==> config.mk <==
export PLATFORM = sky130hd
export DESIGN_NAME = idex_hazard_unit
export DESIGN_NICKNAME = d
export VERILOG_FILES = /design/src/rtl/idex_hazard_unit_pkg.sv /design/src/rtl/idex_hazard_unit_hazard_match.sv /design/src/rtl/idex_hazard_unit.sv
export SDC_FILE = /design/constraint.sdc
export NUM_CORES = 1
export LEC_CHECK = 0
export ABC_AREA = 1
export ABC_CLOCK_PERIOD_IN_PS = 3500
export BUFFER_PORTS_ARGS = -buffer_cell sky130_fd_sc_hd__buf_4
export CAP_MARGIN = 5
export CELL_PAD_IN_SITES_DETAIL_PLACEMENT = 0
export CELL_PAD_IN_SITES_GLOBAL_PLACEMENT = 1
export CORE_MARGIN = 2
export CORE_UTILIZATION = 44
export CTS_BUF_LIST = sky130_fd_sc_hd__clkbuf_4 sky130_fd_sc_hd__clkbuf_8 sky130_fd_sc_hd__clkbuf_16
export DETAILED_ROUTE_END_ITERATION = 16
export GPL_ROUTABILITY_DRIVEN = 1
export PLACE_DENSITY = 0.87
export SYNTH_ARGS = -nofsm -noshare
export SYNTH_HDL_FRONTEND = slang
export SYNTH_SLANG_ARGS = --single-unit
==> constraint.sdc <==
create_clock -name clock -period 3.5 [get_ports clock]
set_input_delay 0.35 -clock clock [delete_from_list [all_inputs] [get_ports clock]]
set_output_delay 0.35 -clock clock [all_outputs]
set_load 0.05 [all_outputs]
==> src/rtl/idex_hazard_unit_pkg.sv <==
// -----------------------------------------------------------------------------
// idex_hazard_unit_pkg
// Shared definitions for the ID/EX hazard unit.
//   RD_W          register-specifier width (ID/EX Rd field). The shadow entry
//                 struct is built from it, so it lives here rather than as a
//                 module parameter.
//   fwd_sel_e     EX operand source select: register file, EX/MEM, MEM/WB.
//   shadow_t      one shadow-pipeline entry {v, rd, wr, load}.
//   ZERO_REG      hard-wired zero register; never a hazard or forward source.
//   make_entry    packs an ID instruction into a shadow entry.
//   writes_reg    true when an entry will write a given (non-zero) register.
// -----------------------------------------------------------------------------
package idex_hazard_unit_pkg;

   localparam int RD_W = 6;

   typedef enum logic [1:0] {
      FWD_RF    = 2'd0,
      FWD_EXMEM = 2'd1,
      FWD_MEMWB = 2'd2
   } fwd_sel_e;

   typedef struct packed {
      logic            v;
      logic [RD_W-1:0] rd;
      logic            wr;
      logic            load;
   } shadow_t;

   localparam logic [RD_W-1:0] ZERO_REG = '0;

   function automatic shadow_t make_entry(input logic            valid,
                                          input logic [RD_W-1:0] rd,
                                          input logic            wr,
                                          input logic            load);
      shadow_t e;
      e.v    = valid;
      e.rd   = rd;
      e.wr   = wr;
      e.load = load;
      return e;
   endfunction

   // Writes to r0 are architecturally discarded, so an r0 destination never
   // produces anything a consumer could depend on.
   function automatic logic writes_reg(input shadow_t         e,
                                       input logic [RD_W-1:0] r);
      return e.v && e.wr && (e.rd == r) && (r != ZERO_REG);
   endfunction

endpackage

==> src/rtl/idex_hazard_unit_hazard_match.sv <==
// -----------------------------------------------------------------------------
// hazard_match
// Compares one ID source register against every shadow-pipeline entry and
// decides whether the consumer must wait and, if not, where EX should pick
// the operand up from. Purely combinational.
// Ports:
//   i_src      source register specifier from ID
//   i_used     source is actually read by the ID instruction
//   i_entries  shadow pipeline, index 0 = youngest (ID/EX stage 1)
//   o_stall    youngest producer has not reached a forwardable entry yet
//   o_fwd      operand source if the consumer issues this cycle
// -----------------------------------------------------------------------------
module hazard_match
   import idex_hazard_unit_pkg::*;
#(
   parameter int DEPTH    = 4,
   parameter int LOAD_LAT = 3
) (
   input  logic [RD_W-1:0]        i_src,
   input  logic                   i_used,
   input  shadow_t [DEPTH-1:0]    i_entries,
   output logic                   o_stall,
   output fwd_sel_e               o_fwd
);

   logic w_found;

   // Scan from youngest to oldest; only the first (youngest) producer counts,
   // older writers of the same register hold stale values.
   // A load is usable from entry LOAD_LAT, an ALU result from entry 1. The
   // oldest entry is never a hazard: its value is already on the MEM/WB path.
   // A producer in the last entry is taken from MEM/WB; anything younger that
   // is past its hazard window is taken from EX/MEM.
   always_comb begin
      o_stall = 1'b0;
      o_fwd   = FWD_RF;
      w_found = 1'b0;
      for (int i = 0; i < DEPTH; i++) begin
         if (i_used && !w_found && writes_reg(i_entries[i], i_src)) begin
            w_found = 1'b1;
            if (i < DEPTH-1) begin
               if (i_entries[i].load) begin
                  o_stall = (i < LOAD_LAT);
               end else begin
                  o_stall = (i < 1);
               end
            end
            o_fwd = (i == DEPTH-1) ? FWD_MEMWB : FWD_EXMEM;
         end
      end
   end

endmodule

==> src/rtl/idex_hazard_unit.sv <==
// -----------------------------------------------------------------------------
// idex_hazard_unit
// Consumer side of the double-registered ID/EX buffer. A shadow pipeline
// mirrors every instruction issued into ID/EX stage 1, stage 2, EX/MEM and
// MEM/WB; the instruction in ID is checked against it for load-use and
// in-flight RAW hazards, and forwarding selects are produced for EX.
// Ports:
//   clock                 rising-edge clock shared with the ID/EX buffer
//   rst_n                 asynchronous active-low reset
//   id_valid              ID holds a real instruction
//   id_rs / id_rt         ID source registers A / B
//   id_rs_used/id_rt_used source A / B is read
//   id_rd / id_wr         ID destination and its write enable
//   id_load               ID instruction is a memory read
//   flush                 branch taken: squash ID and ID/EX stage 1
//   stall                 freeze PC and IF/ID (combinational)
//   bubble                zero the EX/MEM controls entering ID/EX (combinational)
//   fwd_a_sel/fwd_b_sel   EX operand select: 0 regfile, 1 EX/MEM, 2 MEM/WB
//   stall_cnt             saturating count of stall cycles
// -----------------------------------------------------------------------------
module idex_hazard_unit
   import idex_hazard_unit_pkg::*;
#(
   parameter int DEPTH    = 4,
   parameter int LOAD_LAT = 3,
   parameter int CNT_W    = 16
) (
   input  logic             clock,
   input  logic             rst_n,
   input  logic             id_valid,
   input  logic [RD_W-1:0]  id_rs,
   input  logic [RD_W-1:0]  id_rt,
   input  logic             id_rs_used,
   input  logic             id_rt_used,
   input  logic [RD_W-1:0]  id_rd,
   input  logic             id_wr,
   input  logic             id_load,
   input  logic             flush,
   output logic             stall,
   output logic             bubble,
   output logic [1:0]       fwd_a_sel,
   output logic [1:0]       fwd_b_sel,
   output logic [CNT_W-1:0] stall_cnt
);

   shadow_t [DEPTH-1:0] r_entries;
   fwd_sel_e            r_fwd_a;
   fwd_sel_e            r_fwd_b;
   logic [CNT_W-1:0]    r_stall_cnt;

   logic                w_stall_a;
   logic                w_stall_b;
   fwd_sel_e            w_fwd_a;
   fwd_sel_e            w_fwd_b;
   logic                w_stall;
   logic                w_issue;

   function automatic logic [CNT_W-1:0] sat_inc(input logic [CNT_W-1:0] c);
      return (&c) ? c : c + CNT_W'(1);
   endfunction

   hazard_match #(
      .DEPTH    (DEPTH),
      .LOAD_LAT (LOAD_LAT)
   ) u_match_a (
      .i_src     (id_rs),
      .i_used    (id_rs_used),
      .i_entries (r_entries),
      .o_stall   (w_stall_a),
      .o_fwd     (w_fwd_a)
   );

   hazard_match #(
      .DEPTH    (DEPTH),
      .LOAD_LAT (LOAD_LAT)
   ) u_match_b (
      .i_src     (id_rt),
      .i_used    (id_rt_used),
      .i_entries (r_entries),
      .o_stall   (w_stall_b),
      .o_fwd     (w_fwd_b)
   );

   // A taken branch kills the ID instruction, so it can never be stalled.
   // Reset clears the shadow pipe asynchronously, which drops any stall
   // without waiting for a clock edge.
   assign w_stall = id_valid && (w_stall_a || w_stall_b) && !flush;
   assign w_issue = id_valid && !w_stall && !flush;

   assign stall     = w_stall;
   assign bubble    = w_stall;
   assign fwd_a_sel = r_fwd_a;
   assign fwd_b_sel = r_fwd_b;
   assign stall_cnt = r_stall_cnt;

   // Shadow pipeline advance. On flush the new stage-1 and stage-2 entries
   // are empty (ID and the old stage 1 are squashed); the old stage 2 and
   // everything behind it keep moving and retire normally.
   always_ff @(posedge clock or negedge rst_n) begin
      if (!rst_n) begin
         r_entries <= '0;
      end else begin
         for (int i = DEPTH-1; i > 0; i--) begin
            r_entries[i] <= r_entries[i-1];
         end
         if (flush) begin
            r_entries[1] <= '0;
         end
         r_entries[0] <= w_issue ? make_entry(1'b1, id_rd, id_wr, id_load)
                                 : '0;
      end
   end

   // Forwarding selects travel with the issued instruction into EX; a stall
   // or squash sends a bubble, which needs no forwarding.
   always_ff @(posedge clock or negedge rst_n) begin
      if (!rst_n) begin
         r_fwd_a <= FWD_RF;
         r_fwd_b <= FWD_RF;
      end else begin
         r_fwd_a <= w_issue ? w_fwd_a : FWD_RF;
         r_fwd_b <= w_issue ? w_fwd_b : FWD_RF;
      end
   end

   // Stall statistics
   always_ff @(posedge clock or negedge rst_n) begin
      if (!rst_n) begin
         r_stall_cnt <= '0;
      end else if (w_stall) begin
         r_stall_cnt <= sat_inc(r_stall_cnt);
      end
   end

endmodule

==> results of run 1 <==
## cell families (layout without fill, tap and decap cells)
kind of cell | count (synthesis) | after routing | share of synthesized area, %
xor gates and xnor gates | 17 | 17 | 4.74
adders and majority gates | 1 | 1 | 0.398
buffers and inverters | 89 | 133 | 11.5
and+or+nand+nor | 274 | 274 | 36.5
AOI/OAI and AO/OA | 16 | 16 | 3.06
DFF | 55 | 55 | 43.8
## worst paths after layout
kind                                    startpoint                 endpoint  cells after the start
max in group asynchronous                    rst_n  r_entries[13]$_DFF_PN0_                      1
max reg2reg                 r_entries[5]$_DFF_PN0_   fwd_b_sel[1]$_DFF_PN0_                     11
min                                          rst_n  r_entries[15]$_DFF_PN0_                      1
min in group clock                        id_rd[5]   r_entries[7]$_DFF_PN0_                      3
max                         r_entries[5]$_DFF_PN0_                   bubble                     15
min reg2reg                r_entries[19]$_DFF_PN0_  r_entries[28]$_DFF_PN0_                      0
## routing by layer
metal  GRT usage [%]  part of all wire, %  vias to the layer above  wire length, um
li1                -                    -                     1469                -
met1            33.1                   51                     1259             3920
met2            30.4                   42                       64             3240
met3            4.48                  5.9                        5              453
met4            4.13                 0.76                        0               58
met5               0                    0                        -                0
## synth_stat cells
master	count
buf_6	2
nand2_1	140
and3_1	1
o22ai_1	1
nor3_2	1
nand3_1	41
o21ai_1	4
and2_1	1
clkbuf_1	2
buf_1	1
xor2_1	7
buf_4	1
a21oi_1	5
nor3_1	3
dfrtp_1	55
a2111oi_0	1
o2111ai_1	2
nand4_1	17
nand3_2	1
or2_2	1
inv_1	69
a21oi_2	1
ha_1	1
nor2_2	1
xnor2_1	10
nor2_1	67
inv_2	7
o21ai_0	2
buf_2	7
## state kept, by name (all words and copies together) (netlist names)
name and flops:
fwd_a_sel 2, fwd_b_sel 2, r_entries 35, stall_cnt 16
## power by group
group	total [mW]	internal, mW	switching [mW]	leakage, nW
clock	0.440	0.224	0.216	0.0592
sequential	0.659	0.647	0.0122	0.751
combinational	0.132	0.0483	0.0839	1.13
total	1.23	0.920	0.312	1.94
## worst max-delay path, cell delays in order (launching register included)
cell and delay, ps:
dfrtp_1 410, inv_1 90, nand2_1 60, nand2_1 60, nand2_1 50, nor2_1 170, nand3_1 110, nand2_1 110
nand3_1 80, nand2_1 70, nand2_1 60, nand2_1 60, buf_4 280, nand2_1 100, inv_1 90, buf_4 200
## stage by stage
stage               instances  area, um2
CTS                       592       3670
finish                    592       3670
global route              592       3670
global placement          584       3560
detailed placement        584       3560
floorplan                 452       3140
## cell type report
cell class | count | area (um2)
fill | 669 | 3200
multi-input combinational | 308 | 1410
sequential | 55 | 1380
timing repair buffer | 49 | 368
inverter | 76 | 285
tap | 96 | 120
clock buffer | 6 | 76.3
clock inverter | 2 | 38.8
==> flow_metrics.py, run 1 <==
metrics = {
    "run_status": {
        "status": "finished clean",
    },
    "logic_synthesis": {
        "yosys.area.top_type": "dfrtp_1",
        "postSynthNetCount": 479,
        "synth_seq_area_share_pct": 43.8,
        "synth_top_cell_area_share_pct": 43.8,
        "postSynthAreaPerCell_um2": 6.96,
        "synth_area_um2": 3140,
        "postSynthRegisterBits": 55,
        "synthesis.instances": 452,
        "netlist-cell-type-count": 29,
        "ys.warnings.count": 0,
        "ys_top_cells_by_area": "dfrtp_1 44%, nand2_1 17%, inv_1 8.2%",
    },
    "clock_network": {
        "postCtsResizedCells": 0,
        "tritoncts": "built",
        "path_clk_slew_ps": 100,
        "number_of_sinks_handled_by_clock_tree_synthesis": 55,
        "cts-root-buf": "clkbuf_8",
        "cts_buffer_depth": 2,
        "post_cts_buffers": 0,
        "insertion_delay_ps": 310,
        "cts_inserted_buffers": 5,
        "cts_htree_levels": 2,
        "cts_hold_buffers": 0,
    },
    "detailed_routing": {
        "postRouteAntennaNets": 0,
        "route.detailed.drc": 0,
        "viasPerCell": 4.72,
        "vias": 2797,
        "first_iter_violations": 185,
        "firstDrtPassIters": 4,
        "detail_route.wl_per_cell_um": 13.0,
        "detail_route.wirelength_mm": 7.67,
    },
    "worst_setup_path": {
        "worst-endpoint-required_ps": 3150,
        "setup.worst_path.start_class": "flop",
        "crit_type": "reg2out",
        "end_kind": "primary output",
        "r2r_setup_slack_ps": 1390,
        "maximum_fanout_along_the_worst_path": 29,
        "worst-endpoint-arrival_ps": 2300,
    },
    "place": {
        "dp_hpwl_mm": 5.88,
        "place_ws_ps": 1110,
        "port_buffers": 47,
        "gp_routability_congestion": 0.924,
    },
    "die": {
        "core_area_um2": 6870,
        "row_count": 30,
        "initial_utilization_pct": 45.8,
        "floorplan.die.height_um": 88.5,
        "chip_width_um": 88.5,
        "die_area_um2": 7840,
        "pin_count": 48,
    },
    "global_route": {
        "grt_antenna_before_repair": 0,
        "groute.usage.overall_pct": 21.2,
        "grt_overflow": 0,
        "grt_start_max_net_pins": 56,
        "grt_first_pass_wirelength_mm": 12.6,
        "grt_pass1_vias": 2527,
    },
    "timing": {
        "timing.final.crit_period_ps": 2650,
        "slew_violations": 0,
        "report.final.setup_viol": 0,
        "worst_slew_margin_rel_pct": 53.7,
        "post-route-worst-setup-slack_ps": 845,
        "worst-slew-pin-transition_ps": 694,
        "grt_setup_unrepaired": "no",
        "worst_hold_slack_ps": 73.4,
        "finalCritPeriodShare_pct": 75.9,
        "fin_setup_tns_ps": 0,
        "skew_ps": 8.09,
        "final-hold-violation-count": 0,
        "timing.fmax_mhz": 377,
    },
    "finish": {
        "area_growth_syn_to_layout_pct": 16.8,
        "post_route_cells_drive_above_1_share_pct": 13.9,
        "antenna_cells_inserted": 0,
        "layout.core_utilization_pct": 53.4,
        "layout.cells.most_common": "nand2_1",
        "layout.nets": 522,
        "layout.cells.most_common_list": "140 x nand2_1, 69 x inv_1, 67 x nor2_1",
    },
    "power": {
        "report.power.total_mw": 1.23,
        "vdd_drop_max_mv": 0.180,
        "p_leak_nw": 1.94,
        "power_density_nw_per_um2": 336,
    },
    "run": {
        "drv_cap": 0,
    },
    "worst_hold_path": {
        "worst_hold_path_type": "in2async",
    },
}
Note: power is estimated with default switching activity, not from simulation.
==> inputs of run 2 (changes only) <==
ABC_CLOCK_PERIOD_IN_PS = 2370   (was 3500)
CORE_UTILIZATION = 37   (was 44)
PLACE_DENSITY = 0.78   (was 0.87)
clock period = 2.37 ns   (was 3.5 ns; I/O delays follow)
==> flow_metrics.py, run 2 (synthesis results as in run 1) <==
metrics = {
    "run_status": {
        "status": "finished clean",
    },
    "worst_setup_path": {
        "end_kind": "primary output",
        "path_delay_family": "simple AND/OR/NAND/NOR gates",
        "slowest_delay_ps": 460,
        "critical_path_depth": 13,
        "worst-endpoint-required_ps": 2130,
        "cp_cell_sequence": "inv_2, nand2_1, nand2_2, nand2_2, nor2_4, nand3_2, nand2_2, nand2_2, a21oi_2, nand2_4, nand2_4, inv_2, buf_8",
        "setup.worst_path.start_class": "flop",
        "crit_type": "reg2out",
        "path_buf_inv": 3,
        "timing.critical_path.mode_cell": "nand2_2",
        "maximum_fanout_along_the_worst_path": 3,
        "worst-endpoint-arrival_ps": 2000,
        "number_of_cell_instances_on_the_worst_register_to_register_path": 16,
        "critPathSlowestCell": "dfrtp_1",
    },
    "die": {
        "core_area_um2": 8220,
        "floorplan.die.height_um": 96.2,
        "row_count": 33,
        "chip_width_um": 96.2,
        "pin_count": 48,
        "die_area_um2": 9250,
        "initial_utilization_pct": 38.3,
    },
    "power": {
        "p_sw_share_pct": 27.3,
        "power_density_nw_per_um2": 459,
        "total_switching_power_uw": 471,
        "p_comb_share_pct": 12.2,
        "pwr-share-clk_pct": 31.6,
        "power_frac_seq_pct": 56.3,
        "report.power.total_mw": 1.73,
        "vdd_drop_max_mv": 0.231,
        "power.internal_mw": 1.26,
        "p_leak_nw": 1.96,
    },
    "finish": {
        "area_growth_syn_to_layout_pct": 19.7,
        "layout.core_utilization_pct": 45.8,
        "post_route_cells_drive_above_1_share_pct": 17.6,
        "number_of_flip_flops_in_the_largest_register": 35,
        "layout.cells.most_common_list": "132 x nand2_1, 67 x inv_1, 64 x nor2_1",
        "antenna_cells_inserted": 0,
        "layout.cells.most_common": "nand2_1",
        "register_ranked_first_by_flip_flop_count": "r_entries",
        "layout.nets": 526,
    },
    "timing": {
        "skew_ps": 5.24,
        "worst_hold_slack_ps": 128,
        "timing.final.crit_period_ps": 2240,
        "worst-slew-pin-transition_ps": 710,
        "report.final.setup_viol": 0,
        "timing.fmax_mhz": 446,
        "slew_violations": 0,
        "fin_setup_tns_ps": 0,
        "worst_slew_margin_rel_pct": 52.7,
        "post-route-worst-setup-slack_ps": 128,
        "final-hold-violation-count": 0,
        "finalCritPeriodShare_pct": 94.6,
    },
    "clock_network": {
        "path_clk_slew_ps": 100,
        "insertion_delay_ps": 310,
        "number_of_sinks_handled_by_clock_tree_synthesis": 55,
        "cts_htree_levels": 2,
        "cts_buffer_depth": 2,
        "cts-root-buf": "clkbuf_8",
        "cts_inserted_buffers": 5,
        "tritoncts": "built",
    },
    "global_route": {
        "grt_overflow": 0,
        "grt_first_pass_wirelength_mm": 13.5,
        "grt_antenna_before_repair": 0,
        "grt_pass1_vias": 2689,
        "groute.usage.overall_pct": 19.4,
        "grt_start_max_net_pins": 56,
    },
    "detailed_routing": {
        "postRouteAntennaNets": 0,
        "detail_route.wirelength_mm": 8.27,
        "viasPerCell": 4.72,
        "firstDrtPassIters": 4,
        "detail_route.wl_per_cell_um": 13.7,
        "first_iter_violations": 176,
        "vias": 2854,
        "route.detailed.drc": 0,
    },
    "worst_hold_path": {
        "hold-path-cell-count": 3,
        "worst_hold_path_type": "in2reg",
    },
    "place": {
        "gp_routability_congestion": 0.895,
        "port_buffers": 47,
        "dp_hpwl_mm": 6.34,
        "place_ws_ps": 180,
    },
    "run": {
        "drv_cap": 0,
    },
}
==> run 2: worst reg2reg max path, cell delays in order (launching register included) <==
cell and delay [ps]:
dfrtp_1 460, inv_2 90, nand2_1 60, nand2_2 90
nand2_2 70, nor2_4 130, nand3_2 80, nand2_2 110
nand3_2 70, nand2_2 80, nand2_2 70, nand2_4 80
buf_4 140, buf_4 240, nand3_1 130, nand2_1 80
o21ai_1 60
==> run 2: power by group through the flow <==
| stage | combinational, mW | sequential [mW] | clock (mW) |
|---|---|---|---|
| 2_1_floorplan | 0.106 | 0.987 | 0 |
| 3_3_place_gp | 0.204 | 0.990 | 0 |
| 3_5_place_dp | 0.202 | 0.991 | 0 |
| 4_1_cts | 0.205 | 0.972 | 0.570 |
| 5_1_grt | 0.235 | 0.975 | 0.602 |
| 6_report | 0.210 | 0.972 | 0.545 |
==> run 2: final cells by class <==
cell class,instances,area [um2]
Fill cell,852,4450
Multi-Input combinational cell,308,1460
Sequential cell,55,1380
Timing Repair Buffer,53,415
Inverter,76,285
Tap cell,105,131
Clock buffer,6,76.3
Clock inverter,2,16.3
==> run 2: final timing paths <==
check                                        start                       end  slack (ps)
max in group asynchronous                    rst_n    r_entries[2]$_DFF_PN0_        1390
min in group asynchronous                    rst_n   r_entries[20]$_DFF_PN0_         490
hold / removal                             id_load    r_entries[0]$_DFF_PN0_         130
setup / recovery            r_entries[5]$_DFF_PN0_                    bubble         130
setup reg to reg            r_entries[5]$_DFF_PN0_  stall_cnt[9]$_DFFE_PN0P_         240
hold reg to reg            r_entries[26]$_DFF_PN0_   r_entries[35]$_DFF_PN0_         380
==> run 2: timing repair <==
action	CTS	global route
hold buffers	1	0
endpoints found under the setup margin	2	14
setup buffers	1	1
hold endpoints to repair	14	0
pin swaps	1	7
resized for setup	4	18
==> run 2: through the flow <==
step / instance area, um2 / cells
after floorplan: 3140 / 452
after global routing: 3760 / 605
after global placement: 3580 / 594
final: 3760 / 605
after CTS: 3700 / 604
after detailed placement: 3580 / 594
==> run 2: routing by layer <==
layer / vias up / part of all wire, % / global-route usage, % / routed length, um
li1: 1479 / - / - / -
met5: - / 0 / 0 / 0
met3: 8 / 4.4 / 3.45 / 362
met4: 0 / 1.3 / 4.52 / 111
met1: 1310 / 51 / 29.0 / 4180
met2: 57 / 44 / 29.0 / 3620
